### config.mk
export PLATFORM = sky130hd
export DESIGN_NAME = ts_cc_pid_monitor_flat
export DESIGN_NICKNAME = d
export VERILOG_FILES = /design/src/rtl/ts_cc_pid_monitor_if.sv /design/src/rtl/ts_cc_pid_monitor.sv /design/src/flat_wrapper.sv
export SDC_FILE = /design/constraint.sdc
export NUM_CORES = 1
export LEC_CHECK = 0
export ABC_AREA = 1
export ABC_CLOCK_PERIOD_IN_PS = 3650
export CAP_MARGIN = 5
export CORE_MARGIN = 4
export CORE_UTILIZATION = 30
export DETAILED_ROUTE_END_ITERATION = 8
export PLACE_DENSITY = 0.52
export SYNTH_ARGS = -nofsm -noshare
export SYNTH_HDL_FRONTEND = slang
export SYNTH_SLANG_ARGS = --single-unit
### constraint.sdc
create_clock -name clk -period 3.65 [get_ports clk]
set_input_delay 1.095 -clock clk [delete_from_list [all_inputs] [get_ports clk]]
set_output_delay 1.095 -clock clk [all_outputs]
set_load 0.02 [all_outputs]
### src/rtl/ts_cc_pid_monitor_if.sv
// ---------------------------------------------------------------------------
// ts_cc_pid_monitor_if
// Groups the TS byte stream, the PID table config/readback port and the
// continuity-check status outputs of ts_cc_pid_monitor.
//   master : stream/config source and status sink (e.g. testbench, host)
//   slave  : the monitor itself
// Signals:
//   sync, valid, data            TS byte stream (sync marks the 0x47 byte)
//   cfg_we, cfg_idx, cfg_pid,
//   cfg_en                       PID table entry write
//   rd_idx, rd_err_cnt           per-entry error count readback
//   cc_err, cc_err_idx           continuity error pulse and entry index
//   total_err, frame_err         saturating global counters
//   pkt_done                     packet check completed pulse
// ---------------------------------------------------------------------------
interface ts_cc_pid_monitor_if;
    logic        sync;
    logic        valid;
    logic [7:0]  data;
    logic        cfg_we;
    logic [2:0]  cfg_idx;
    logic [12:0] cfg_pid;
    logic        cfg_en;
    logic [2:0]  rd_idx;
    logic [7:0]  rd_err_cnt;
    logic        cc_err;
    logic [2:0]  cc_err_idx;
    logic [15:0] total_err;
    logic [7:0]  frame_err;
    logic        pkt_done;

    modport master (
        output sync, valid, data,
        output cfg_we, cfg_idx, cfg_pid, cfg_en,
        output rd_idx,
        input  rd_err_cnt, cc_err, cc_err_idx, total_err, frame_err, pkt_done
    );

    modport slave (
        input  sync, valid, data,
        input  cfg_we, cfg_idx, cfg_pid, cfg_en,
        input  rd_idx,
        output rd_err_cnt, cc_err, cc_err_idx, total_err, frame_err, pkt_done
    );
endinterface

### src/rtl/ts_cc_pid_monitor.sv
// ---------------------------------------------------------------------------
// ts_cc_pid_monitor
// Per-PID continuity-counter checker for an MPEG-2 transport stream.
// Frames 188-byte packets from the sync strobe, captures TEI/PID/afc/cc from
// header bytes 1..3, looks the PID up in an 8-entry table (lowest matching
// enabled entry wins) and applies the continuity rules, keeping per-entry
// last CC, duplicate flag and saturating error count.
// Ports:
//   clk  - system clock, rising edge
//   rst  - asynchronous active-low reset
//   bus  - ts_cc_pid_monitor_if.slave (stream, config, readback, status)
// ---------------------------------------------------------------------------
module ts_cc_pid_monitor #(
    parameter int unsigned NUM_PIDS = 8,
    parameter int unsigned PKT_LEN  = 188
) (
    input  logic                  clk,
    input  logic                  rst,
    ts_cc_pid_monitor_if.slave    bus
);

    typedef enum logic [2:0] {
        S_IDLE,
        S_HDR,
        S_LOOKUP,
        S_UPDATE,
        S_SKIP
    } state_t;

    state_t      r_state;
    state_t      w_next;

    logic [7:0]  r_idx;
    logic        r_tei;
    logic [12:0] r_pid;
    logic [1:0]  r_afc;
    logic [3:0]  r_cc;
    logic        r_hit;
    logic [2:0]  r_hit_idx;

    // PID table
    logic [12:0] r_tbl_pid     [NUM_PIDS];
    logic        r_tbl_en      [NUM_PIDS];
    logic        r_tbl_seen    [NUM_PIDS];
    logic        r_tbl_dup     [NUM_PIDS];
    logic [3:0]  r_tbl_last_cc [NUM_PIDS];
    logic [7:0]  r_tbl_err     [NUM_PIDS];

    logic [7:0]  r_rd_err_cnt;
    logic        r_cc_err;
    logic [2:0]  r_cc_err_idx;
    logic [15:0] r_total_err;
    logic [7:0]  r_frame_err;
    logic        r_pkt_done;

    logic        w_sop;
    logic        w_premature;
    logic        w_last_byte;
    logic        w_match;
    logic [2:0]  w_match_idx;
    logic        w_upd;
    logic        w_hit_upd;
    logic        w_err_evt;
    logic        w_cfg_hit;
    logic        w_chk_err;
    logic [3:0]  w_new_last_cc;
    logic        w_new_dup;
    logic [3:0]  w_cc_inc;

    assign w_sop       = bus.valid & bus.sync;
    // Outside IDLE the index is never 0, so any sync there is premature.
    assign w_premature = (r_state != S_IDLE) && w_sop && (r_idx != 8'd0);
    assign w_last_byte = (r_idx == 8'(PKT_LEN - 1));

    // ---------------------------------------------------------------- FSM
    always_ff @(posedge clk or negedge rst) begin
        if (!rst) begin
            r_state <= S_IDLE;
        end else begin
            r_state <= w_next;
        end
    end

    always_comb begin
        w_next = r_state;
        case (r_state)
            S_IDLE:   if (w_sop) w_next = S_HDR;
            S_HDR:    if (bus.valid && r_idx == 8'd3) w_next = S_LOOKUP;
            S_LOOKUP: w_next = S_UPDATE;
            S_UPDATE: w_next = S_SKIP;
            S_SKIP:   if (bus.valid && w_last_byte) w_next = S_IDLE;
            default:  w_next = S_IDLE;
        endcase
        if (w_premature) w_next = S_HDR;
    end

    // ------------------------------------------- byte index and header fields
    always_ff @(posedge clk or negedge rst) begin
        if (!rst) begin
            r_idx <= '0;
            r_tei <= 1'b0;
            r_pid <= '0;
            r_afc <= '0;
            r_cc  <= '0;
        end else begin
            if (w_premature || (r_state == S_IDLE && w_sop)) begin
                r_idx <= 8'd1;
            end else if (r_state != S_IDLE && bus.valid) begin
                r_idx <= (r_state == S_SKIP && w_last_byte) ? '0 : r_idx + 8'd1;
            end

            if (r_state == S_HDR && bus.valid && !w_premature) begin
                case (r_idx)
                    8'd1: begin
                        r_tei       <= bus.data[7];
                        r_pid[12:8] <= bus.data[4:0];
                    end
                    8'd2: r_pid[7:0] <= bus.data;
                    8'd3: begin
                        r_afc <= bus.data[5:4];
                        r_cc  <= bus.data[3:0];
                    end
                    default: ;
                endcase
            end
        end
    end

    // ------------------------------------------------------------- lookup
    always_comb begin
        w_match     = 1'b0;
        w_match_idx = '0;
        for (int unsigned i = 0; i < NUM_PIDS; i++) begin
            if (!w_match && r_tbl_en[i] && r_tbl_pid[i] == r_pid) begin
                w_match     = 1'b1;
                w_match_idx = 3'(i);
            end
        end
    end

    // Ignore rules (TEI, null PID, no match) fold into the registered hit.
    always_ff @(posedge clk or negedge rst) begin
        if (!rst) begin
            r_hit     <= 1'b0;
            r_hit_idx <= '0;
        end else if (r_state == S_LOOKUP) begin
            r_hit     <= w_match && !r_tei && (r_pid != 13'h1FFF);
            r_hit_idx <= w_match_idx;
        end
    end

    // ------------------------------------------------------ continuity rules
    assign w_cc_inc = r_tbl_last_cc[r_hit_idx] + 4'd1;

    always_comb begin
        w_chk_err     = 1'b0;
        w_new_last_cc = r_tbl_last_cc[r_hit_idx];
        w_new_dup     = r_tbl_dup[r_hit_idx];
        if (!r_tbl_seen[r_hit_idx]) begin
            w_new_last_cc = r_cc;
            w_new_dup     = 1'b0;
        end else if (!r_afc[0]) begin
            w_chk_err = (r_cc != r_tbl_last_cc[r_hit_idx]);
        end else if (r_cc == w_cc_inc) begin
            w_new_last_cc = r_cc;
            w_new_dup     = 1'b0;
        end else if (r_cc == r_tbl_last_cc[r_hit_idx]) begin
            if (r_tbl_dup[r_hit_idx]) begin
                w_chk_err = 1'b1;
            end else begin
                w_new_dup = 1'b1;
            end
        end else begin
            w_chk_err     = 1'b1;
            w_new_last_cc = r_cc;
            w_new_dup     = 1'b0;
        end
    end

    // An abandoned packet (premature sync during UPDATE) has no effect at all.
    assign w_upd     = (r_state == S_UPDATE) && !w_premature;
    assign w_hit_upd = w_upd && r_hit;
    assign w_err_evt = w_hit_upd && w_chk_err;
    assign w_cfg_hit = bus.cfg_we && (bus.cfg_idx == r_hit_idx);

    // -------------------------------------------------------------- table
    always_ff @(posedge clk or negedge rst) begin
        if (!rst) begin
            for (int unsigned i = 0; i < NUM_PIDS; i++) begin
                r_tbl_pid[i]     <= '0;
                r_tbl_en[i]      <= 1'b0;
                r_tbl_seen[i]    <= 1'b0;
                r_tbl_dup[i]     <= 1'b0;
                r_tbl_last_cc[i] <= '0;
                r_tbl_err[i]     <= '0;
            end
        end else begin
            if (bus.cfg_we) begin
                r_tbl_pid[bus.cfg_idx]  <= bus.cfg_pid;
                r_tbl_en[bus.cfg_idx]   <= bus.cfg_en;
                r_tbl_seen[bus.cfg_idx] <= 1'b0;
                r_tbl_dup[bus.cfg_idx]  <= 1'b0;
                r_tbl_err[bus.cfg_idx]  <= '0;
            end
            // A config write to the same entry takes precedence over the check.
            if (w_hit_upd && !w_cfg_hit) begin
                r_tbl_seen[r_hit_idx]    <= 1'b1;
                r_tbl_dup[r_hit_idx]     <= w_new_dup;
                r_tbl_last_cc[r_hit_idx] <= w_new_last_cc;
                if (w_chk_err && r_tbl_err[r_hit_idx] != 8'hFF) begin
                    r_tbl_err[r_hit_idx] <= r_tbl_err[r_hit_idx] + 8'd1;
                end
            end
        end
    end

    // ----------------------------------------------------- status outputs
    always_ff @(posedge clk or negedge rst) begin
        if (!rst) begin
            r_rd_err_cnt <= '0;
            r_cc_err     <= 1'b0;
            r_cc_err_idx <= '0;
            r_total_err  <= '0;
            r_frame_err  <= '0;
            r_pkt_done   <= 1'b0;
        end else begin
            r_rd_err_cnt <= r_tbl_err[bus.rd_idx];
            r_cc_err     <= w_err_evt;
            r_pkt_done   <= w_upd;
            if (w_err_evt) begin
                r_cc_err_idx <= r_hit_idx;
                if (r_total_err != 16'hFFFF) r_total_err <= r_total_err + 16'd1;
            end
            if (w_premature && r_frame_err != 8'hFF) begin
                r_frame_err <= r_frame_err + 8'd1;
            end
        end
    end

    assign bus.rd_err_cnt = r_rd_err_cnt;
    assign bus.cc_err     = r_cc_err;
    assign bus.cc_err_idx = r_cc_err_idx;
    assign bus.total_err  = r_total_err;
    assign bus.frame_err  = r_frame_err;
    assign bus.pkt_done   = r_pkt_done;

endmodule

### src/flat_wrapper.sv
// flat-port wrapper written by rule: the top's interface ports become plain ports
module ts_cc_pid_monitor_flat 
#(
    parameter int unsigned NUM_PIDS = 8,
    parameter int unsigned PKT_LEN  = 188
)
  (clk, rst, bus_sync, bus_valid, bus_data, bus_cfg_we, bus_cfg_idx, bus_cfg_pid, bus_cfg_en, bus_rd_idx, bus_rd_err_cnt, bus_cc_err, bus_cc_err_idx, bus_total_err, bus_frame_err, bus_pkt_done);
  ts_cc_pid_monitor_if bus_i ();
  input  logic clk;
  input  logic rst;
  input wire logic [$bits(bus_i.sync)-1:0] bus_sync;
  input wire logic [$bits(bus_i.valid)-1:0] bus_valid;
  input wire logic [$bits(bus_i.data)-1:0] bus_data;
  input wire logic [$bits(bus_i.cfg_we)-1:0] bus_cfg_we;
  input wire logic [$bits(bus_i.cfg_idx)-1:0] bus_cfg_idx;
  input wire logic [$bits(bus_i.cfg_pid)-1:0] bus_cfg_pid;
  input wire logic [$bits(bus_i.cfg_en)-1:0] bus_cfg_en;
  input wire logic [$bits(bus_i.rd_idx)-1:0] bus_rd_idx;
  output wire logic [$bits(bus_i.rd_err_cnt)-1:0] bus_rd_err_cnt;
  output wire logic [$bits(bus_i.cc_err)-1:0] bus_cc_err;
  output wire logic [$bits(bus_i.cc_err_idx)-1:0] bus_cc_err_idx;
  output wire logic [$bits(bus_i.total_err)-1:0] bus_total_err;
  output wire logic [$bits(bus_i.frame_err)-1:0] bus_frame_err;
  output wire logic [$bits(bus_i.pkt_done)-1:0] bus_pkt_done;
  assign bus_i.sync = bus_sync;
  assign bus_i.valid = bus_valid;
  assign bus_i.data = bus_data;
  assign bus_i.cfg_we = bus_cfg_we;
  assign bus_i.cfg_idx = bus_cfg_idx;
  assign bus_i.cfg_pid = bus_cfg_pid;
  assign bus_i.cfg_en = bus_cfg_en;
  assign bus_i.rd_idx = bus_rd_idx;
  assign bus_rd_err_cnt = bus_i.rd_err_cnt;
  assign bus_cc_err = bus_i.cc_err;
  assign bus_cc_err_idx = bus_i.cc_err_idx;
  assign bus_total_err = bus_i.total_err;
  assign bus_frame_err = bus_i.frame_err;
  assign bus_pkt_done = bus_i.pkt_done;
  ts_cc_pid_monitor #(.NUM_PIDS(NUM_PIDS), .PKT_LEN(PKT_LEN)) u_core (.clk(clk), .rst(rst), .bus(bus_i));
endmodule
# --- Word level (Yosys, flattened, before mapping) ---
# Index checks and enable logic that the tools add are counted.
classes:
  n_addsub: 5
  order_cmp: 5
  eq_ne: 27
  n_mux: 75
  bitwise_logic: 10
  n_reduce_logical: 55
ops:
  columns: ["cell", "n"]
  rows:
  - ["$mux W64", 3]
  - ["$bwmux W104", 1]
  - ["$eq A13 B13 Y1", 8]
  - ["$mux W8", 13]
  - ["$and A64 B64 Y64", 1]
  - ["$bwmux W64", 1]
  - ["$not A64 Y64", 1]
  - ["$bmux W8 S3", 2]
  - ["$demux W8 S3", 2]
  - ["$demux W13 S3", 1]
  - ["$logic_and A1 B1 Y1", 35]
  - ["$bwmux W32", 1]
  - ["$mux W4", 7]
  - ["$add A8 B1 Y8 const B", 3]
  - ["$mux W1", 24]
  - ["$mux W3", 8]
  - ["$add A16 B1 Y16 const B", 1]
  - ["$and A8 B8 Y8", 2]
  - ["$bwmux W8", 2]
  - ["$eq A8 B2 Y1 const B", 2]
  - ["$ne A16 B16 Y1 const B", 1]
  - ["$ne A8 B8 Y1 const B", 2]
  - ["$pmux W3 S5", 1]
  - ["$mux W13", 1]
  - ["30 further kinds", 54]
totals:
  regBits: 295
  input_bits: 33
  out_inout_bits: 37
  wordCells: 240

# --- Depth between registers and ports, before layout ---
depth:
  word_depth: 33
  ltp_mapped: 21
  mapped_depth_nobuf: 18

# --- Least setup slack after synthesis ---
# Ideal clock, no wire load.
synth_timing:
  path_type: "reg2reg"
  start: "reg u_core.r_hit_idx[0]"
  end: "reg u_core.r_tbl_err[40] (netlist bit)"
  setup_time_ns: 0.117
  t_arrival_ns: 2.464
  required_time_ns: 3.533
  slack_ns: 1.069
  path_stages_with_launch: 20
  n_path_buf: 8
  synth_period_minus_slack_ns: 2.581
  cell_sequence: "dfrtp_1 -> buf_6 -> buf_6 -> buf_8 -> buf_8 -> buf_8 -> o21ai_1 -> nand2_1 -> nand2_1 -> nand2_1 -> nand2_1 -> buf_4 -> ha_1 -> nand4_2 -> buf_6 -> buf_6 -> nand4_1 -> nand2_1 -> nand2_1 -> nand2_1"
synth_between:
  elab_chain_len: 12
  word_cells_on_any_way: 37
  cone_classes: "add/sub: 2; order compare: 2; eq/ne: 5; mux: 22; bitwise: 1; reduce/logical: 5"
synth_rtl:
  columns: ["element", "line", "source"]
  rows:
  - ["start: declaration", "ts_cc_pid_monitor.sv:39", "logic [2:0] r_hit_idx;"]
  - ["start signal: assignment", "ts_cc_pid_monitor.sv:148", "r_hit_idx <= w_match_idx;"]
  - ["$not A3 Y4 (not written as such)", null, null]
  - ["$bmux W4 S3 or $bmux W1 S3 (tied branches)", null, null]
  - ["$mux W4 (not written as such) or $mux W1 (tied branches) (2 in series)", null, null]
  - ["$add A4 B1 Y4, or another cell as far along", "ts_cc_pid_monitor.sv:153", "assign w_cc_inc = r_tbl_last_cc[r_hit_idx] + 4'd1;"]
  - ["$eq A4 B4 Y1 or $mux W1 (tied branches)", "ts_cc_pid_monitor.sv:164, ts_cc_pid_monitor.sv:167", null]
  - ["$mux W1", "ts_cc_pid_monitor.sv:164", "end else if (r_cc == w_cc_inc) begin"]
  - ["$mux W1", "ts_cc_pid_monitor.sv:162", "end else if (!r_afc[0]) begin"]
  - ["$mux W1", "ts_cc_pid_monitor.sv:159", "if (!r_tbl_seen[r_hit_idx]) begin"]
  - ["$logic_and A1 B1 Y1", "ts_cc_pid_monitor.sv:210", "if (w_chk_err && r_tbl_err[r_hit_idx] != 8'hFF) begin"]
  - ["$mux W64", "ts_cc_pid_monitor.sv:210", null]
  - ["$mux W64 *", "ts_cc_pid_monitor.sv:206", "if (w_hit_upd && !w_cfg_hit) begin"]
  - ["end signal: indexed assignment", "ts_cc_pid_monitor.sv:211", "r_tbl_err[r_hit_idx] <= r_tbl_err[r_hit_idx] + 8'd1;"]
  - ["end: declaration", "ts_cc_pid_monitor.sv:47", "logic [7:0] r_tbl_err [NUM_PIDS];"]
# Mark *: on every way between the ends. The rest lies on a longest branch, timed or not. The select of a mux whose other input is x is not followed.
# A chain may end at the register's enable or synchronous reset.

# --- Worst setup path in the final report ---
layout_timing:
  start: "reg u_core.r_hit_idx[0]"
  end: "reg u_core.r_tbl_err[7] (netlist bit)"
# Same word-level chain as after synthesis.

==> metrics.json <==
{
  "final_hold_viol_count": {"value": 0},
  "globalRouteOverflowTotal": {"value": 0},
  "wl": {"value": 59000, "unit": "um"},
  "totalPowerFinal": {"value": 12.6, "unit": "mW"},
  "crit_path_max_fanout": {"value": 32},
  "place_worst_setup_slack": {"value": 0.0713, "unit": "ns"},
  "ir_worst_vdd": {"value": 301, "unit": "uV"},
  "postCtsResizedCells": {"value": 0},
  "route.detailed.wl_per_inst": {"value": 17.9, "unit": "um"},
  "worstSkewPairLatency": {"value": 0.56, "unit": "ns"},
  "grt_max_degree": {"value": 72},
  "layout-drive-gt1-share": {"value": 0.0854},
  "routed_via_count": {"value": 16500},
  "layout_commonest_cell": {"value": "sky130_fd_sc_hd__nand2_1"},
  "worstSetupPathType": {"value": "register to register"},
  "flop_and_latch_count_out_of_synthesis": {"value": 295},
  "initial_utilization": {"value": 0.305},
  "min_path_type": {"value": "register to register"},
  "worst-slew-pin-transition": {"value": 0.796, "unit": "ns"},
  "postCtsSetupBuffers": {"value": 0},
  "core.rowCount": {"value": 87},
  "drt_pass1_iterations": {"value": 6},
  "run_status": {"value": "completed"},
  "drt-initial-drc-count": {"value": 1593},
  "synth.net_count": {"value": 2483},
  "placed_area": {"value": 18900, "unit": "um2"},
  "cts.hold.buffers_added": {"value": 0},
  "setup_viol": {"value": 0},
  "setup_slack": {"value": 0.373, "unit": "ns"},
  "clock_path_buffers": {"value": 3},
  "dp_hpwl": {"value": 41800, "unit": "um"},
  "clock_tree_from_tritoncts": {"value": "done"},
  "io_pins": {"value": 70},
  "layout.nets": {"value": 2558},
  "worstRegToRegCells": {"value": 18},
  "timing.clock.skew": {"value": 0.0291, "unit": "ns"},
  "synthesis.instances": {"value": 2442},
  "portBuffers": {"value": 69},
  "synth.avg_cell_area": {"value": 7.08, "unit": "um2"},
  "core_area": {"value": 56700, "unit": "um2"},
  "clkSlewWorstSetupHoldPaths": {"value": 0.05, "unit": "ns"},
  "die_width": {"value": 248, "unit": "um"},
  "dominantRegCellSynth": {"value": "sky130_fd_sc_hd__dfrtp_1"},
  "dieArea": {"value": 61500, "unit": "um2"},
  "grt_first_pass_wirelength": {"value": 91700, "unit": "um"},
  "design_area": {"value": 20100, "unit": "um2"},
  "post_layout_min_period": {"value": 3.28, "unit": "ns"},
  "synth_enable_flop_cells": {"value": 0},
  "timing.critical_path.to_type": {"value": "register"},
  "most-common-layout-cells": {"value": "sky130_fd_sc_hd__nand2_1 (905), sky130_fd_sc_hd__dfrtp_1 (294), sky130_fd_sc_hd__inv_1 (235), sky130_fd_sc_hd__o21ai_0 (213), sky130_fd_sc_hd__nor2_1 (189)"},
  "final_min_period_over_clock_period": {"value": 0.898},
  "cts_inserted_buffers": {"value": 39},
  "yosysWarningCount": {"value": 0},
  "leakage": {"value": 9.70, "unit": "nW"},
  "fmax": {"value": 305, "unit": "MHz"},
  "fin_worst_hold_slack": {"value": 0.480, "unit": "ns"},
  "power_density_of_the_placed_cells": {"value": 624, "unit": "nW/um2"},
  "layout-area-overhead-vs-synth": {"value": 16.5, "unit": "%"},
  "cts_h_tree_depth": {"value": 2},
  "synth_cell_type_count": {"value": 47},
  "ys_seq_area_frac": {"value": 0.427},
  "fin_tns_setup": {"value": 0, "unit": "ns"},
  "diodes": {"value": 0},
  "fillers": {"value": 6026},
  "clock-root-buffer": {"value": "sky130_fd_sc_hd__clkbuf_16"},
  "drt-vias-per-instance": {"value": 5.00},
  "antenna_found_initial": {"value": 2},
  "number_of_pins_with_negative_max_slew_slack_in_the_final_report": {"value": 0},
  "setup.worst_path.start_class": {"value": "register"},
  "synthesis.area": {"value": 17300, "unit": "um2"},
  "finalWeightedCongestion": {"value": 0.886},
  "ff2ff_setup_slack": {"value": 0.37, "unit": "ns"},
  "drc": {"value": 0},
  "worst_path_required": {"value": 4.12, "unit": "ns"},
  "floorplan.die.height": {"value": 248, "unit": "um"},
  "worst_slew_margin_relative_to_its_limit": {"value": 0.469},
  "final_antenna_net_count": {"value": 0},
  "number_of_global_route_vias_before_repair": {"value": 15600},
  "grt_setup_unrepaired": {"value": "false"},
  "max_cap_violations": {"value": 0},
  "min_path_cells": {"value": 2},
  "synthArstFlopShare": {"value": 1.00},
  "clock_sink_count": {"value": 295},
  "global_route.usage.total": {"value": 0.192},
  "worst-endpoint-arrival": {"value": 3.75, "unit": "ns"}
}
layer usage:
metal / share of wire / vias to the layer above / GRT usage
met5: 0 / - / 0
met1: 0.48 / 7889 / 0.289
met2: 0.42 / 545 / 0.282
met3: 0.071 / 94 / 0.0346
li1: - / 7956 / -
met4: 0.025 / 0 / 0.0521
worst paths after layout:
check                                                     startpoint                                    to
worst max-delay path                 u_core.r_hit_idx[0]$_DFFE_PN0N_         u_core.r_tbl_err[7]$_DFF_PN0_
worst min-delay path            u_core.r_tbl_last_cc[31]$_DFFE_PN0P_  u_core.r_tbl_last_cc[31]$_DFFE_PN0P_
worst max register to register       u_core.r_hit_idx[0]$_DFFE_PN0N_         u_core.r_tbl_err[7]$_DFF_PN0_
worst min register to register  u_core.r_tbl_last_cc[31]$_DFFE_PN0P_  u_core.r_tbl_last_cc[31]$_DFFE_PN0P_
max in group asynchronous                                        rst        u_core.r_tbl_err[49]$_DFF_PN0_
min in group asynchronous                                        rst           u_core.r_idx[5]$_DFFE_PN0P_
state kept, by name (all words and copies together) (netlist names), 3 cells and up:
| signal | count |
|---|---|
| u_core.r_tbl_last_cc | 32 |
| u_core.r_idx | 8 |
| u_core.r_tbl_dup | 8 |
| u_core.r_tbl_err | 64 |
| u_core.r_tbl_pid | 104 |
| u_core.bus.total_err | 16 |
| u_core.r_hit_idx | 3 |
| u_core.r_pid | 13 |
| u_core.r_cc | 4 |
| u_core.bus.cc_err_idx | 3 |
| u_core.r_tbl_en | 8 |
| u_core.bus.rd_err_cnt | 8 |
| u_core.r_tbl_seen | 8 |
| u_core.bus.frame_err | 8 |
| u_core.r_state | 3 |
power by group:
group	internal [mW]	total [mW]	switching, mW	leakage [nW]
Sequential	3.79	4.23	0.439	3.87
Combinational	1.45	4.50	3.06	5.21
Clock	2.34	3.82	1.48	0.619
metrics by stage:
stage                     utilization  instances
final                           0.355       3296
after global routing            0.355       3296
after CTS                       0.355       3295
after detailed placement        0.332       3231
after global placement          0.332       3231
after floorplan                     -       2442
kinds of logic (layout without fill, tap and decap cells):
group,count (synthesis),count (layout),synth area share
compound gates,357,357,0.110
simple gates,1377,1377,0.342
flops,295,295,0.427
fa+ha+maj,8,8,0.00579
mux,2,2,0.00130
buf+inv,355,453,0.0898
xor+xnor,48,48,0.0243
worst max-delay path: stages (launching register included):
cell	delay (ns)
sky130_fd_sc_hd__dfrtp_2	0.39
sky130_fd_sc_hd__buf_4	0.33
sky130_fd_sc_hd__nand2_1	0.12
sky130_fd_sc_hd__nand2_1	0.10
sky130_fd_sc_hd__nand2_1	0.05
sky130_fd_sc_hd__nand2_1	0.09
sky130_fd_sc_hd__nand2_1	0.11
sky130_fd_sc_hd__nand2_2	0.13
sky130_fd_sc_hd__ha_1	0.24
sky130_fd_sc_hd__xnor2_1	0.13
sky130_fd_sc_hd__nand2_1	0.08
sky130_fd_sc_hd__nor2_2	0.05
sky130_fd_sc_hd__nand3_4	0.07
sky130_fd_sc_hd__buf_4	0.35
sky130_fd_sc_hd__nand3_4	0.40
sky130_fd_sc_hd__nor2_4	0.24
sky130_fd_sc_hd__buf_12	0.15
sky130_fd_sc_hd__nand2_1	0.05
sky130_fd_sc_hd__o21ai_1	0.08
cells in the mapped netlist, drive strengths merged, types with 9 or more instances:
master  count  area, um2
nand4      75        482
nand2     919       3490
nor2      203        815
clkinv      9       33.8
a31oi      10       62.6
clkbuf     50        188
a21oi      36        180
nor3       31        155
o22ai      15       93.8
xnor2      22        193
nand3      97        621
o21ai     273       1370
inv       247        935
dfrtp     295       7380
xor2       26        228
or2        30        188
buf        49        397
nor4        9       56.3
final cells by class:
type / count / area (um2) / share of cell area
Clock buffer: 54 / 1120 / 0.0558
Clock inverter: 10 / 131 / 0.00653
Inverter: 256 / 968 / 0.0481
Multi-Input combinational cell: 1792 / 8350 / 0.415
Sequential cell: 295 / 7380 / 0.367
Tap cell: 756 / 946 / 0.0470
Timing Repair Buffer: 133 / 1230 / 0.0609
No activity file was read; power rests on OpenSTA's default activity.
